### src/rtl/mem_bus_pkg.sv
// Shared definitions for native-memory-bus peripherals: register offsets,
// control bit positions, responder FSM state codes and a byte-merge helper.
package mem_bus_pkg;

    // Byte offsets of the timer registers (addr[1:0] are ignored by decode).
    localparam logic [31:0] REG_COUNT    = 32'h0000_0000;
    localparam logic [31:0] REG_COMPARE  = 32'h0000_0004;
    localparam logic [31:0] REG_CTRL     = 32'h0000_0008;
    localparam logic [31:0] REG_STATUS   = 32'h0000_000C;
    localparam logic [31:0] REG_PRESCALE = 32'h0000_0010;
    localparam logic [31:0] REG_ID       = 32'h0000_0014;

    // CTRL register bit positions.
    localparam int CTRL_EN           = 0;
    localparam int CTRL_CLR_ON_MATCH = 1;
    localparam int CTRL_IRQ_EN       = 2;
    localparam int CTRL_WIDTH        = 3;

    // A transaction with no byte enables is a read.
    localparam logic [3:0] WSTRB_READ = 4'b0000;

    // Handshake FSM state codes, kept as plain constants for older tools.
    typedef logic [1:0] bus_state_t;
    localparam bus_state_t ST_IDLE    = 2'd0;
    localparam bus_state_t ST_ACCESS  = 2'd1;
    localparam bus_state_t ST_ACK     = 2'd2;
    localparam bus_state_t ST_RELEASE = 2'd3;

    // Replace only the byte lanes whose strobe bit is set.
    function automatic logic [31:0] merge_bytes(input logic [31:0] old_value,
                                                input logic [31:0] new_value,
                                                input logic [3:0]  strb);
        logic [31:0] result;
        result = old_value;
        for (int i = 0; i < 4; i++) begin
            if (strb[i]) begin
                result[8*i +: 8] = new_value[8*i +: 8];
            end
        end
        return result;
    endfunction

endpackage

### src/rtl/mem_timer_responder_if.sv
// picorv32-style native memory bus seen by a single responder.
interface mem_timer_responder_if;

    logic        mem_valid;
    logic        mem_ready;
    logic [31:0] mem_addr;
    logic [31:0] mem_wdata;
    logic [3:0]  mem_wstrb;
    logic [31:0] mem_rdata;

    // Initiator side: issues requests, receives completion and read data.
    modport master (
        output mem_valid,
        output mem_addr,
        output mem_wdata,
        output mem_wstrb,
        input  mem_ready,
        input  mem_rdata
    );

    // Responder side: the peripheral answering the request.
    modport slave (
        input  mem_valid,
        input  mem_addr,
        input  mem_wdata,
        input  mem_wstrb,
        output mem_ready,
        output mem_rdata
    );

endinterface

### src/rtl/mem_bus_responder_fsm.sv
// Generic request/acknowledge handshake for native-bus responders.
// Produces a one-cycle access strobe, a one-cycle ready pulse, and waits
// for the initiator to drop mem_valid before accepting another request.
module mem_bus_responder_fsm
    import mem_bus_pkg::*;
(
    input  logic       clk,
    input  logic       reset,
    input  logic       mem_valid,
    input  logic [3:0] mem_wstrb,
    output logic       access,
    output logic       is_write,
    output logic       mem_ready
);

    bus_state_t state_q;

    // Handshake sequencing: IDLE -> ACCESS -> ACK -> RELEASE -> IDLE.
    always_ff @(posedge clk or posedge reset) begin
        if (reset) begin
            state_q <= ST_IDLE;
        end else begin
            case (state_q)
                ST_IDLE:    if (mem_valid) state_q <= ST_ACCESS;
                ST_ACCESS:  state_q <= ST_ACK;
                ST_ACK:     state_q <= ST_RELEASE;
                ST_RELEASE: if (!mem_valid) state_q <= ST_IDLE;
                default:    state_q <= ST_IDLE;
            endcase
        end
    end

    // Decoded from the state register so reset removes ready immediately.
    assign access    = (state_q == ST_ACCESS);
    assign mem_ready = (state_q == ST_ACK);
    assign is_write  = (mem_wstrb != WSTRB_READ);

endmodule

### src/rtl/mem_timer_responder.sv
// Memory-mapped prescaled 32-bit timer with compare match, sticky status
// flag and registered level interrupt, answering on the native memory bus.
module mem_timer_responder
    import mem_bus_pkg::*;
#(
    parameter int unsigned ADDR_BITS   = 8,
    parameter logic [31:0] ID_VALUE    = 32'h5449_4D31,
    parameter logic [31:0] RESET_COUNT = 32'd0
) (
    input  logic                  clk,
    input  logic                  reset,
    mem_timer_responder_if.slave  bus,
    output logic                  irq
);

    logic                  access;
    logic                  is_write;
    logic [31:0]           reg_off;
    logic [31:0]           read_value;
    logic                  wr_en;
    logic                  wr_count;
    logic                  wr_compare;
    logic                  wr_ctrl;
    logic                  wr_status;
    logic                  wr_prescale;
    logic                  tick;
    logic                  at_compare;
    logic                  match_set;
    logic                  match_clr;
    logic                  unused_addr_bits;

    logic [31:0]           count_q;
    logic [31:0]           compare_q;
    logic [CTRL_WIDTH-1:0] ctrl_q;
    logic                  match_q;
    logic [31:0]           prescale_q;
    logic [31:0]           pcnt_q;
    logic [31:0]           rdata_q;
    logic                  irq_q;

    mem_bus_responder_fsm u_fsm (
        .clk       (clk),
        .reset     (reset),
        .mem_valid (bus.mem_valid),
        .mem_wstrb (bus.mem_wstrb),
        .access    (access),
        .is_write  (is_write),
        .mem_ready (bus.mem_ready)
    );

    // Word-aligned register offset from the low address bits only.
    assign reg_off = {{(32-ADDR_BITS){1'b0}}, bus.mem_addr[ADDR_BITS-1:2], 2'b00};
    assign unused_addr_bits = ^{bus.mem_addr[31:ADDR_BITS], bus.mem_addr[1:0]};

    assign wr_en       = access && is_write;
    assign wr_count    = wr_en && (reg_off == REG_COUNT);
    assign wr_compare  = wr_en && (reg_off == REG_COMPARE);
    assign wr_ctrl     = wr_en && (reg_off == REG_CTRL);
    assign wr_status   = wr_en && (reg_off == REG_STATUS);
    assign wr_prescale = wr_en && (reg_off == REG_PRESCALE);

    assign tick       = ctrl_q[CTRL_EN] && (pcnt_q == prescale_q);
    assign at_compare = (count_q == compare_q);
    assign match_set  = tick && at_compare;
    assign match_clr  = wr_status && bus.mem_wstrb[0] && bus.mem_wdata[0];

    // Read multiplexer; undecoded offsets read as zero.
    always_comb begin
        read_value = 32'h0;
        case (reg_off)
            REG_COUNT:    read_value = count_q;
            REG_COMPARE:  read_value = compare_q;
            REG_CTRL:     read_value = {{(32-CTRL_WIDTH){1'b0}}, ctrl_q};
            REG_STATUS:   read_value = {31'h0, match_q};
            REG_PRESCALE: read_value = prescale_q;
            REG_ID:       read_value = ID_VALUE;
            default:      read_value = 32'h0;
        endcase
    end

    // Prescaler: wraps at PRESCALE, restarts whenever PRESCALE is written.
    always_ff @(posedge clk or posedge reset) begin
        if (reset) begin
            pcnt_q <= 32'h0;
        end else if (wr_prescale) begin
            pcnt_q <= 32'h0;
        end else if (ctrl_q[CTRL_EN]) begin
            pcnt_q <= tick ? 32'h0 : pcnt_q + 32'd1;
        end
    end

    // Main counter: a bus write overrides the tick in the same cycle.
    always_ff @(posedge clk or posedge reset) begin
        if (reset) begin
            count_q <= RESET_COUNT;
        end else if (wr_count) begin
            count_q <= merge_bytes(count_q, bus.mem_wdata, bus.mem_wstrb);
        end else if (tick) begin
            count_q <= (at_compare && ctrl_q[CTRL_CLR_ON_MATCH]) ? 32'h0 : count_q + 32'd1;
        end
    end

    // Compare value register.
    always_ff @(posedge clk or posedge reset) begin
        if (reset) begin
            compare_q <= 32'hFFFF_FFFF;
        end else if (wr_compare) begin
            compare_q <= merge_bytes(compare_q, bus.mem_wdata, bus.mem_wstrb);
        end
    end

    // Control bits all live in byte lane 0.
    always_ff @(posedge clk or posedge reset) begin
        if (reset) begin
            ctrl_q <= '0;
        end else if (wr_ctrl && bus.mem_wstrb[0]) begin
            ctrl_q <= bus.mem_wdata[CTRL_WIDTH-1:0];
        end
    end

    // Sticky match flag; a new match beats a simultaneous clear.
    always_ff @(posedge clk or posedge reset) begin
        if (reset) begin
            match_q <= 1'b0;
        end else if (match_set) begin
            match_q <= 1'b1;
        end else if (match_clr) begin
            match_q <= 1'b0;
        end
    end

    // Prescale reload value.
    always_ff @(posedge clk or posedge reset) begin
        if (reset) begin
            prescale_q <= 32'h0;
        end else if (wr_prescale) begin
            prescale_q <= merge_bytes(prescale_q, bus.mem_wdata, bus.mem_wstrb);
        end
    end

    // Read data is captured during ACCESS and held until the next read.
    always_ff @(posedge clk or posedge reset) begin
        if (reset) begin
            rdata_q <= 32'h0;
        end else if (access && !is_write) begin
            rdata_q <= read_value;
        end
    end

    // Interrupt is registered one cycle behind STATUS and CTRL.
    always_ff @(posedge clk or posedge reset) begin
        if (reset) begin
            irq_q <= 1'b0;
        end else begin
            irq_q <= match_q && ctrl_q[CTRL_IRQ_EN];
        end
    end

    assign bus.mem_rdata = rdata_q;
    assign irq           = irq_q;

endmodule

### src/flat_wrapper.sv
// flat-port wrapper written by rule: the top's interface ports become plain ports
module mem_timer_responder_flat import mem_bus_pkg::*;
#(
    parameter int unsigned ADDR_BITS   = 8,
    parameter logic [31:0] ID_VALUE    = 32'h5449_4D31,
    parameter logic [31:0] RESET_COUNT = 32'd0
)
  (clk, reset, irq, bus_mem_valid, bus_mem_addr, bus_mem_wdata, bus_mem_wstrb, bus_mem_ready, bus_mem_rdata);
  mem_timer_responder_if bus_i ();
  input  logic clk;
  input  logic reset;
  output logic irq;
  input wire logic [$bits(bus_i.mem_valid)-1:0] bus_mem_valid;
  input wire logic [$bits(bus_i.mem_addr)-1:0] bus_mem_addr;
  input wire logic [$bits(bus_i.mem_wdata)-1:0] bus_mem_wdata;
  input wire logic [$bits(bus_i.mem_wstrb)-1:0] bus_mem_wstrb;
  output wire logic [$bits(bus_i.mem_ready)-1:0] bus_mem_ready;
  output wire logic [$bits(bus_i.mem_rdata)-1:0] bus_mem_rdata;
  assign bus_i.mem_valid = bus_mem_valid;
  assign bus_i.mem_addr = bus_mem_addr;
  assign bus_i.mem_wdata = bus_mem_wdata;
  assign bus_i.mem_wstrb = bus_mem_wstrb;
  assign bus_mem_ready = bus_i.mem_ready;
  assign bus_mem_rdata = bus_i.mem_rdata;
  mem_timer_responder #(.ADDR_BITS(ADDR_BITS), .ID_VALUE(ID_VALUE), .RESET_COUNT(RESET_COUNT)) u_core (.clk(clk), .reset(reset), .bus(bus_i), .irq(irq));
endmodule
### config.mk
export PLATFORM = sky130hd
export DESIGN_NAME = mem_timer_responder_flat
export DESIGN_NICKNAME = d
export VERILOG_FILES = /design/src/rtl/mem_bus_pkg.sv /design/src/rtl/mem_timer_responder_if.sv /design/src/rtl/mem_bus_responder_fsm.sv /design/src/rtl/mem_timer_responder.sv /design/src/flat_wrapper.sv
export SDC_FILE = /design/constraint.sdc
export NUM_CORES = 1
export LEC_CHECK = 0
export ABC_AREA = 1
export BUFFER_PORTS_ARGS = -buffer_cell sky130_fd_sc_hd__buf_4
export CORE_UTILIZATION = 41
export DETAILED_ROUTE_END_ITERATION = 10
export PLACE_DENSITY_LB_ADDON = 0.3
export SYNTH_ARGS = -nofsm -noshare
export SYNTH_HDL_FRONTEND = slang
export SYNTH_HIERARCHICAL = 1
export SYNTH_SLANG_ARGS = --single-unit
### constraint.sdc
create_clock -name clk -period 8.4 [get_ports clk]
set_input_delay 0 -clock clk [delete_from_list [all_inputs] [get_ports clk]]
set_output_delay 0 -clock clk [all_outputs]
set_load 0.005 [all_outputs]
After elaboration in Yosys (flattened, before gate mapping)
Index checks and enable logic that the tools add are counted.
Cells by class
  $add $sub $neg: 2
  equality and inequality tests: 16
  muxes and demuxes: 16
  reduce and logical (&&, ||, !) cells: 34
Operator list (count)
  two-way mux 32 bit: 6
  case mux 32 bit (6 select lines): 1
  adder 32 x 1 -> 32 bit, second input constant: 2
  == test 32 bit: 2
  logical NOT 32 bit: 1
  two-way mux 8 bit: 4
  AND reduction 2 bit: 13
  logical AND 1 bit: 14
  == test 6 x 2 -> 1 bit, second input constant: 2
  == test 6 x 3 -> 1 bit, second input constant: 2
  != test 2 bit, second input constant: 6
  case mux 2 bit (4 select lines): 1
  == test 6 x 1 -> 1 bit, second input constant: 1
  nonzero test 2 bit: 3
  == test 2 bit, second input constant: 2
  two-way mux 2 bit: 2
  nonzero test 4 bit: 1
  == test 2 x 1 -> 1 bit, second input constant: 1
  logical NOT 2 bit: 1
  two-way mux 1 bit: 2
  logical NOT 1 bit: 1
Word-level totals
  flip-flop bits (word level): 167
  input bits: 71
  output and inout port bits: 34
  logic and storage cells: 86

Longest topological paths before layout
Gate-level depths: netlist (run 1).
  depth after elaboration: 7
  mapped depth: 14

Modules after synthesis
Netlist (run 1), hierarchy kept.
Modules (own cells, without submodules)
  mem_timer_responder: times used 1, cells each 1482, area each 10323.7 µm²
  mem_bus_responder_fsm: times used 1, cells each 29, area each 205.2 µm²

Worst setup path before layout (run 1)
OpenSTA, ideal clock, no wires.
  kind: register to register
  from: reg u_core.u_fsm.state_q[1]
  to: reg u_core.pcnt_q[17]
  library setup time: 0.118 ns
  data arrival time: 1.592 ns
  setup slack: 6.690 ns
  stages on the path, launching flop included: 11
  clock period less this slack: 1.710 ns
  cell sequence: dfrtp_1 -> inv_1 -> ha_1 -> nand2_1 -> nor2_2 -> nor2_2 -> inv_4 -> buf_6 -> nand3_1 -> xor2_1 -> nor2_1
Between the ends
  longest elaborated chain between the ends: 4
  elaborated cells between the ends (all ways): 5
  classes of those cells: eq/ne: 1; mux: 1; reduce/logical: 3
RTL lines
  start: declaration: RTL line mem_bus_responder_fsm.sv:16  | bus_state_t state_q;
  start signal: assignment: RTL line mem_bus_responder_fsm.sv:21  | state_q <= ST_IDLE;
  start signal: assignment: RTL line mem_bus_responder_fsm.sv:24  | ST_IDLE: if (mem_valid) state_q <= ST_ACCESS;
  start signal: assignment: RTL line mem_bus_responder_fsm.sv:25  | ST_ACCESS: state_q <= ST_ACK;
  == test 2 x 1 -> 1 bit (*): RTL line mem_bus_responder_fsm.sv:34  | assign access = (state_q == ST_ACCESS);
  named net u_core.access: RTL line mem_timer_responder.sv:16  | logic access;
  logical AND 1 bit (*): RTL line mem_timer_responder.sv:55  | assign wr_en = access && is_write;
  logical AND 1 bit (*): RTL line mem_timer_responder.sv:60  | assign wr_prescale = wr_en && (reg_off == REG_PRESCALE);
  two-way mux 32 bit / nonzero test 2 bit (equally long branches)
  end signal: assignment: RTL line mem_timer_responder.sv:88  | pcnt_q <= tick ? 32'h0 : pcnt_q + 32'd1;
  end: declaration: RTL line mem_timer_responder.sv:37  | logic [31:0] pcnt_q;
Mark *: on every way through the listed nets, which the timed path passes. The rest lies on a longest branch.
A chain may end at the register's enable or synchronous reset.

Worst setup path after layout (run 1)
  from: reg u_core.u_fsm.state_q[1]
  to: reg u_core.count_q[31]
Between the ends
  longest elaborated chain between the ends: 5
  elaborated cells between the ends (all ways): 7
  classes of those cells: eq/ne: 2; mux: 1; reduce/logical: 4
RTL lines
  == test 2 x 1 -> 1 bit (*): RTL line mem_bus_responder_fsm.sv:34
  named net u_core.access: RTL line mem_timer_responder.sv:16
  logical AND 1 bit (*): RTL line mem_timer_responder.sv:55
  logical AND 1 bit (*): RTL line mem_timer_responder.sv:56  | assign wr_count = wr_en && (reg_off == REG_COUNT);
  != test 2 bit (no source line) / nonzero test 2 bit (equally long branches)
  AND reduction 2 bit (no source line)
  end signal: assignment: RTL line mem_timer_responder.sv:97  | count_q <= merge_bytes(count_q, bus.mem_wdata, bus.mem_wstrb);
  end signal: assignment: RTL line mem_timer_responder.sv:99  | count_q <= (at_compare && ctrl_q[CTRL_CLR_ON_MATCH]) ? 32'h0 : count_q + 32'd1;
  end: declaration: RTL line mem_timer_responder.sv:32  | logic [31:0] count_q;
Marks and branches as above.

==> flow_metrics.env, run 1 <==
export IMPL_status="finished clean"
export IMPL_cts_buffers=17
export IMPL_switchingPower_mw=0.656
export IMPL_die_y_um=162
export IMPL_viasPerCell=5.26
export IMPL_synth_most_common_cell="nand2_1"
export IMPL_reg2reg_depth=10
export IMPL_fin_setup_tns_ns=0
export IMPL_drtPass1Iterations=6
export IMPL_power_frac_seq_pct=46.2
export IMPL_setup_viol=0
export IMPL_worstPathRequired_ns=8.78
export IMPL_slew_viol_final=0
export IMPL_synth_area_leader_cell="dfrtp_1"
export IMPL_seq_area_frac_synth_pct=40.1
export IMPL_dieWidth_um=162
export IMPL_cts_sinks=167
export IMPL_crit_path_start_kind="flop"
export IMPL_crit_slowest_cell="nand4_4"
export IMPL_cts_max_level=4
export IMPL_max_slew_margin_rel_pct=27.0
export IMPL_multi_input_area_mm2=0.00529
export IMPL_fin_crit_ns=3.57
export IMPL_portBuffers=78
export IMPL_ys_types=49
export IMPL_max_stage_delay_ns=0.75
export IMPL_drcViolationCount=0
export IMPL_path_common_cell="nand2_1"
export IMPL_nets=1680
export IMPL_crit_buf_inv=3
export IMPL_cts_resized=0
export IMPL_switching_share_pct=31.7
export IMPL_syn2layout_area_growth_pct=16.4
export IMPL_synthFlopType="dfrtp_1"
export IMPL_ant_nets=0
export IMPL_r2r_slack_ns=4.83
export IMPL_cts_path_max_buffers=2
export IMPL_die_area_mm2=0.0263
export IMPL_syn_avg_cell_area_um2=6.97
export IMPL_final_seq_area_mm2=0.00422
export IMPL_place_gp_congestion=0.929
export IMPL_num_rows=58
export IMPL_synthesis_nets=1589
export IMPL_ys_top_cells_by_area="dfrtp_1 (32%), nand2_1 (18%), dfstp_2 (8.0%)"
export IMPL_hp_start="bus_mem_wstrb[2]"
export IMPL_cts_tree="done"
export IMPL_arrival_ns=3.94
export IMPL_clk_latency_ns=0.44
export IMPL_cts_root_buf="clkbuf_16"
export IMPL_path_class="flop to flop"
export IMPL_pwr_share_clk_pct=36.1
export IMPL_holdWs_ns=0.0327
export IMPL_min_path_cells=3
export IMPL_ys_seq_elements=167
export IMPL_netlist_area_mm2=0.0105
export IMPL_tightest_slew_ns=1.10
export IMPL_antenna_cells=0
export IMPL_synthArstFlopShare_pct=100
export IMPL_ios=105
export IMPL_min_to="u_core/compare_q[17]"
export IMPL_worstPathMaxFanout=50
export IMPL_grt_usage_pct=26.6
export IMPL_internal_power_mw=1.41
export IMPL_hold_viol=0
export IMPL_hold_class="input port to flop"
export IMPL_coreArea_mm2=0.0252
export IMPL_antenna_found_initial=0
export IMPL_wire_per_inst_um=17.5
export IMPL_initial_core_util_pct=41.8
export IMPL_path_clk_slew_ns=0.07
export IMPL_drive_gt1_share_pct=12.6
export IMPL_grt_pass1_vias=9693
export IMPL_period_share_pct=42.5
export IMPL_syn_inst=1511
export IMPL_dp_hpwl_mm=25.3
export IMPL_r2r_start="u_core/u_fsm/state_q[1]"
export IMPL_synth_common_cells="nand2_1 (506), inv_1 (182), dfrtp_1 (135), nor2_1 (120), nand3_1 (113)"
export IMPL_grt_pass1_wl_mm=53.0
export IMPL_power_density_mw_per_mm2=169
export IMPL_vias=10200
export IMPL_gr_total_overflow=0
export IMPL_fmax_mhz=280
export IMPL_cp_end_kind="flop"
export IMPL_crit_chain="inv_1 > ha_1 > nand2_1 > inv_1 > nand2_2 > nand4_4 > nand2_2 > nand2_1 > nand2_1 > dlygate4sd3_1"
export IMPL_grt_max_degree=109
export IMPL_finClkSkew_ns=0.0113
export IMPL_wirelength_mm=34.1
export IMPL_synth_edf_count=0
export IMPL_drtIter0Drc=966
export IMPL_crit_family="simple AND/OR/NAND/NOR gates"
export IMPL_netlist_area_leader_share_pct=32.1
export IMPL_r2r_end="u_core/count_q[31]"
export IMPL_fillerInstances=2531
export IMPL_drv_cap=0
export IMPL_yosysWarningCount=6
export IMPL_power_frac_comb_pct=17.7
export IMPL_rsz0062_at_grt="no"
export IMPL_leakage_nw=5.86
export IMPL_vdd_drop_max_uv=150
-- worst max path at each step --
| stage | from | endpoint | slack (ns) | cells past startpoint |
|---|---|---|---|---|
| finish | u_core/u_fsm/state_q[1] | u_core/count_q[31] | 4.83 | 10 |
| global route | u_core/u_fsm/state_q[1] | u_core/count_q[28] | 4.60 | 10 |
| CTS | u_core/u_fsm/state_q[1] | u_core/count_q[31] | 4.89 | 10 |
| detailed placement | u_core/u_fsm/state_q[1] | u_core/count_q[11] | 5.30 | 13 |
| global placement | u_core/u_fsm/state_q[1] | u_core/count_q[10] | 5.36 | 13 |
| floorplan | reset | u_core/bus.mem_rdata[0] | 3.99 | 1 |
-- stage by stage --
stage                     cell area, um^2  setup slack, ns  instances  total power, mW  utilization (%)
final                               12300             4.83       1945             2.07             48.7
after global routing                12300             4.60       1945             2.16             48.7
after CTS                           12300             4.89       1945             2.08             48.7
after detailed placement            11300             5.30       1873             1.32             44.9
after global placement              11300             5.36       1873             1.31             44.9
after floorplan                     10500             3.99       1511             1.18                -
-- worst reg2reg max path, delay by kind of cell (launching register included) --
kind,cells,cell delay [ns]
buf+inv,3,0.73
fa+ha+maj,1,0.22
flops,1,0.40
simple gates,6,2.15
-- power groups by stage --
stage	combinational, mW	clock (mW)	sequential (mW)
after global placement	0.344	0	0.965
after global routing	0.412	0.786	0.961
after detailed placement	0.350	0	0.967
final	0.366	0.746	0.955
after CTS	0.365	0.758	0.953
after floorplan	0.240	0	0.942
-- cells in the final DEF (no fill, tap or decap), types with 2 or more instances in the layout --
master,n
clkbuf_16,17
dfstp_2,32
a221oi_1,8
a22oi_1,5
nand3_1,113
o21ai_0,89
nand2_2,10
o22ai_1,9
mux2_2,2
clkinvlp_4,4
inv_1,181
a21o_1,3
o221ai_1,3
ha_1,7
a21oi_1,31
buf_4,85
o21ai_1,18
nand3b_1,2
dfrtp_1,135
nor3_2,5
nor2_1,120
clkinv_2,2
dlygate4sd3_1,40
a211oi_1,2
inv_6,6
nand4_1,30
xor2_1,37
xnor2_1,37
clkinv_4,4
and3_1,2
nand2_4,2
nand2_1,506
nor3_1,27
inv_2,13
nor2_2,13
-- state kept, by name (all words and copies together), names as in the netlist --
signal,cells
u_core/compare_q,32
u_core/u_fsm/state_q,2
u_core/ctrl_q,3
u_core/irq,1
u_core/prescale_q,32
u_core/pcnt_q,32
u_core/bus.mem_rdata,32
u_core/match_q,1
u_core/count_q,32
-- timing repair --
item / 4_1_cts / 5_1_grt
hold endpoints to repair: 169 / 0
hold buffers: 40 / 0
buffers inserted: 0 / 0
endpoints found under the setup margin: 0 / 0
-- layout make-up --
class / count / share of cell area, %
clock buffer: 17 / 3.47
clock inverter: 15 / 0.970
inverter: 197 / 6.10
multi-input combinational: 1094 / 43.2
sequential: 167 / 34.4
tap: 330 / 3.37
timing repair buffer: 125 / 8.48
-- metal layers --
metal	part of all wire [%]	track usage, %	vias up
li1	-	-	4959
met5	0	0	-
met3	6.5	4.09	54
met1	44	35.9	4861
met4	3.0	9.73	0
met2	47	43.2	364
-- logic make-up after synthesis --
group | synth area share, %
AOI/OAI and AO/OA | 9.17
xor gates and xnor gates | 6.31
adders and majority gates | 0.832
buffers and inverters | 9.69
DFF | 40.1
muxes | 0.214
and+or+nand+nor | 33.7
(Power assumes the default switching activity.)
==> run 2, diff against run 1 <==
- clock period: 8.4 -> 3.7 ns (I/O delays scaled with it)
==> run 2 against run 1 <==
  * Non-clock buffer count is 1 higher
  * Total power is 130% higher
  * Count of clock-buffer cells in the layout is 2 higher
  * Critical path depth is 3 higher
  * Clock power is 130% higher
  * Cell area is 0.24% higher
  * Hold slack better by 0.0015 ns
  * Combinational power is 130% higher
  * Utilization is 0.12 points higher
  * Largest power group unchanged
==> flow_metrics.env, run 2 (same netlist as run 1, synthesis figures left out) <==
export IMPL_cts_path_max_buffers=2
export IMPL_fillerInstances=2475
export IMPL_die_area_mm2=0.0263
export IMPL_vdd_drop_max_uv=303
export IMPL_hold_viol=0
export IMPL_post_cts_setup_buffers=0
export IMPL_syn2layout_area_growth_pct=16.6
export IMPL_period_share_pct=68.2
export IMPL_drtPass1Iterations=5
export IMPL_cts_root_buf="clkbuf_16"
export IMPL_antenna_cells=0
export IMPL_fin_crit_ns=2.52
export IMPL_nets=1681
export IMPL_drive_gt1_share_pct=12.7
export IMPL_switching_share_pct=31.3
export IMPL_grt_usage_pct=26.1
export IMPL_clk_latency_ns=0.44
export IMPL_cts_sinks=167
export IMPL_reg2reg_depth=13
export IMPL_worstPathRequired_ns=4.03
export IMPL_arrival_ns=2.85
export IMPL_fin_area_mm2=0.0123
export IMPL_drcViolationCount=0
export IMPL_leakage_nw=5.87
export IMPL_path_class="flop to flop"
export IMPL_internal_power_mw=3.25
export IMPL_max_slew_margin_rel_pct=29.8
export IMPL_fmax_mhz=397
export IMPL_tightest_slew_ns=1.05
export IMPL_num_rows=58
export IMPL_ios=105
export IMPL_rsz0062_at_grt="no"
export IMPL_placed_cell_area_mm2=0.0113
export IMPL_dp_hpwl_mm=24.8
export IMPL_antenna_found_initial=0
export IMPL_coreArea_mm2=0.0252
export IMPL_min_path_cells=4
export IMPL_crit_path_start_kind="flop"
export IMPL_ant_nets=0
export IMPL_grt_pass1_wl_mm=52.1
export IMPL_pwr_share_clk_pct=36.5
export IMPL_grt_max_degree=166
export IMPL_cts_resized=0
export IMPL_layout_common_cells="nand2_1 (506), inv_1 (181), dfrtp_1 (135)"
export IMPL_cts_max_level=4
export IMPL_grt_pass1_vias=9414
export IMPL_fin_util_pct=48.8
export IMPL_vias=10300
export IMPL_finClkSkew_ns=0.00972
export IMPL_portBuffers=78
export IMPL_wire_per_inst_um=17.3
export IMPL_cp_end_kind="flop"
export IMPL_power_frac_seq_pct=45.8
export IMPL_initial_core_util_pct=41.8
export IMPL_viasPerCell=5.27
export IMPL_fin_setup_tns_ns=0
export IMPL_slew_viol_final=0
export IMPL_switchingPower_mw=1.48
export IMPL_hold_class="input port to flop"
export IMPL_power_frac_comb_pct=17.6
export IMPL_setup_viol=0
export IMPL_power_density_mw_per_mm2=385
export IMPL_cts_buffers=17
export IMPL_path_clk_slew_ns=0.07
export IMPL_status="finished clean"
export IMPL_die_y_um=162
export IMPL_drtIter0Drc=986
export IMPL_place_gp_congestion=0.987
export IMPL_wirelength_mm=33.7
export IMPL_cts_tree="done"
export IMPL_worstPathMaxFanout=21
export IMPL_final_common_cell="nand2_1"
export IMPL_dieWidth_um=162
export IMPL_gr_total_overflow=0
export IMPL_drv_cap=0
## run 2: through the flow
| stage | hold slack [ns] | setup WS, ns | power (mW) | cells |
|---|---|---|---|---|
| 6_report | 0.0341 | 1.18 | 4.73 | 1946 |
| 5_1_grt | 0.0641 | 1.03 | 4.95 | 1946 |
| 4_1_cts | 0.0215 | 1.23 | 4.75 | 1946 |
| 3_5_place_dp | -0.117 | 1.25 | 2.99 | 1876 |
| 3_3_place_gp | -0.121 | 1.29 | 2.98 | 1876 |
| 2_1_floorplan | -0.259 | 1.63 | 2.68 | 1511 |
## run 2: timing repair
item	4_1_cts	5_1_grt
setup endpoints to repair	0	0
hold endpoints to repair	223	0
hold buffers	38	0
## run 2: final cells by class
cell class	instances	area (um^2)	area share, %
tap	330	413	3.36
clock buffer	19	453	3.69
sequential	167	4220	34.4
clock inverter	13	108	0.876
multi-input combinational	1094	5290	43.1
inverter	197	746	6.07
timing repair buffer	126	1050	8.58
## run 2: metal layers
metal / GRT usage [%] / part of all wire [%]
met1: 35.4 / 43
met2: 41.3 / 46
met4: 10.9 / 3.6
met3: 4.14 / 6.7
met5: 0 / 0
## run 2: power by group through the flow
stage	registers (mW)	clock network (mW)	logic, mW
2_1_floorplan	2.14	0	0.544
3_3_place_gp	2.19	0	0.784
3_5_place_dp	2.20	0	0.793
4_1_cts	2.16	1.76	0.830
5_1_grt	2.19	1.83	0.935
6_report	2.17	1.73	0.833
## run 2: critical path: stages, from the launching register on
cell	delay [ns]
dfrtp_1	0.41
inv_1	0.11
ha_1	0.22
nand2_1	0.22
inv_1	0.13
nand2_2	0.13
inv_2	0.40
nand2_2	0.25
inv_1	0.22
nand2_1	0.08
nand2_1	0.08
nand2_1	0.06
nand2_1	0.05
inv_1	0.04
## run 2: worst paths after layout
check                                   startpoint                  to  slack, ns
min in group asynchronous                    reset   u_core/count_q[0]       0.43
min                                bus_mem_addr[3]      u_core/match_q       0.03
max in group asynchronous                    reset   u_core/pcnt_q[22]       2.62
max reg2reg                u_core/u_fsm/state_q[1]  u_core/count_q[11]       1.18
max                        u_core/u_fsm/state_q[1]  u_core/count_q[11]       1.18
min reg2reg                         u_core/match_q          u_core/irq       0.48
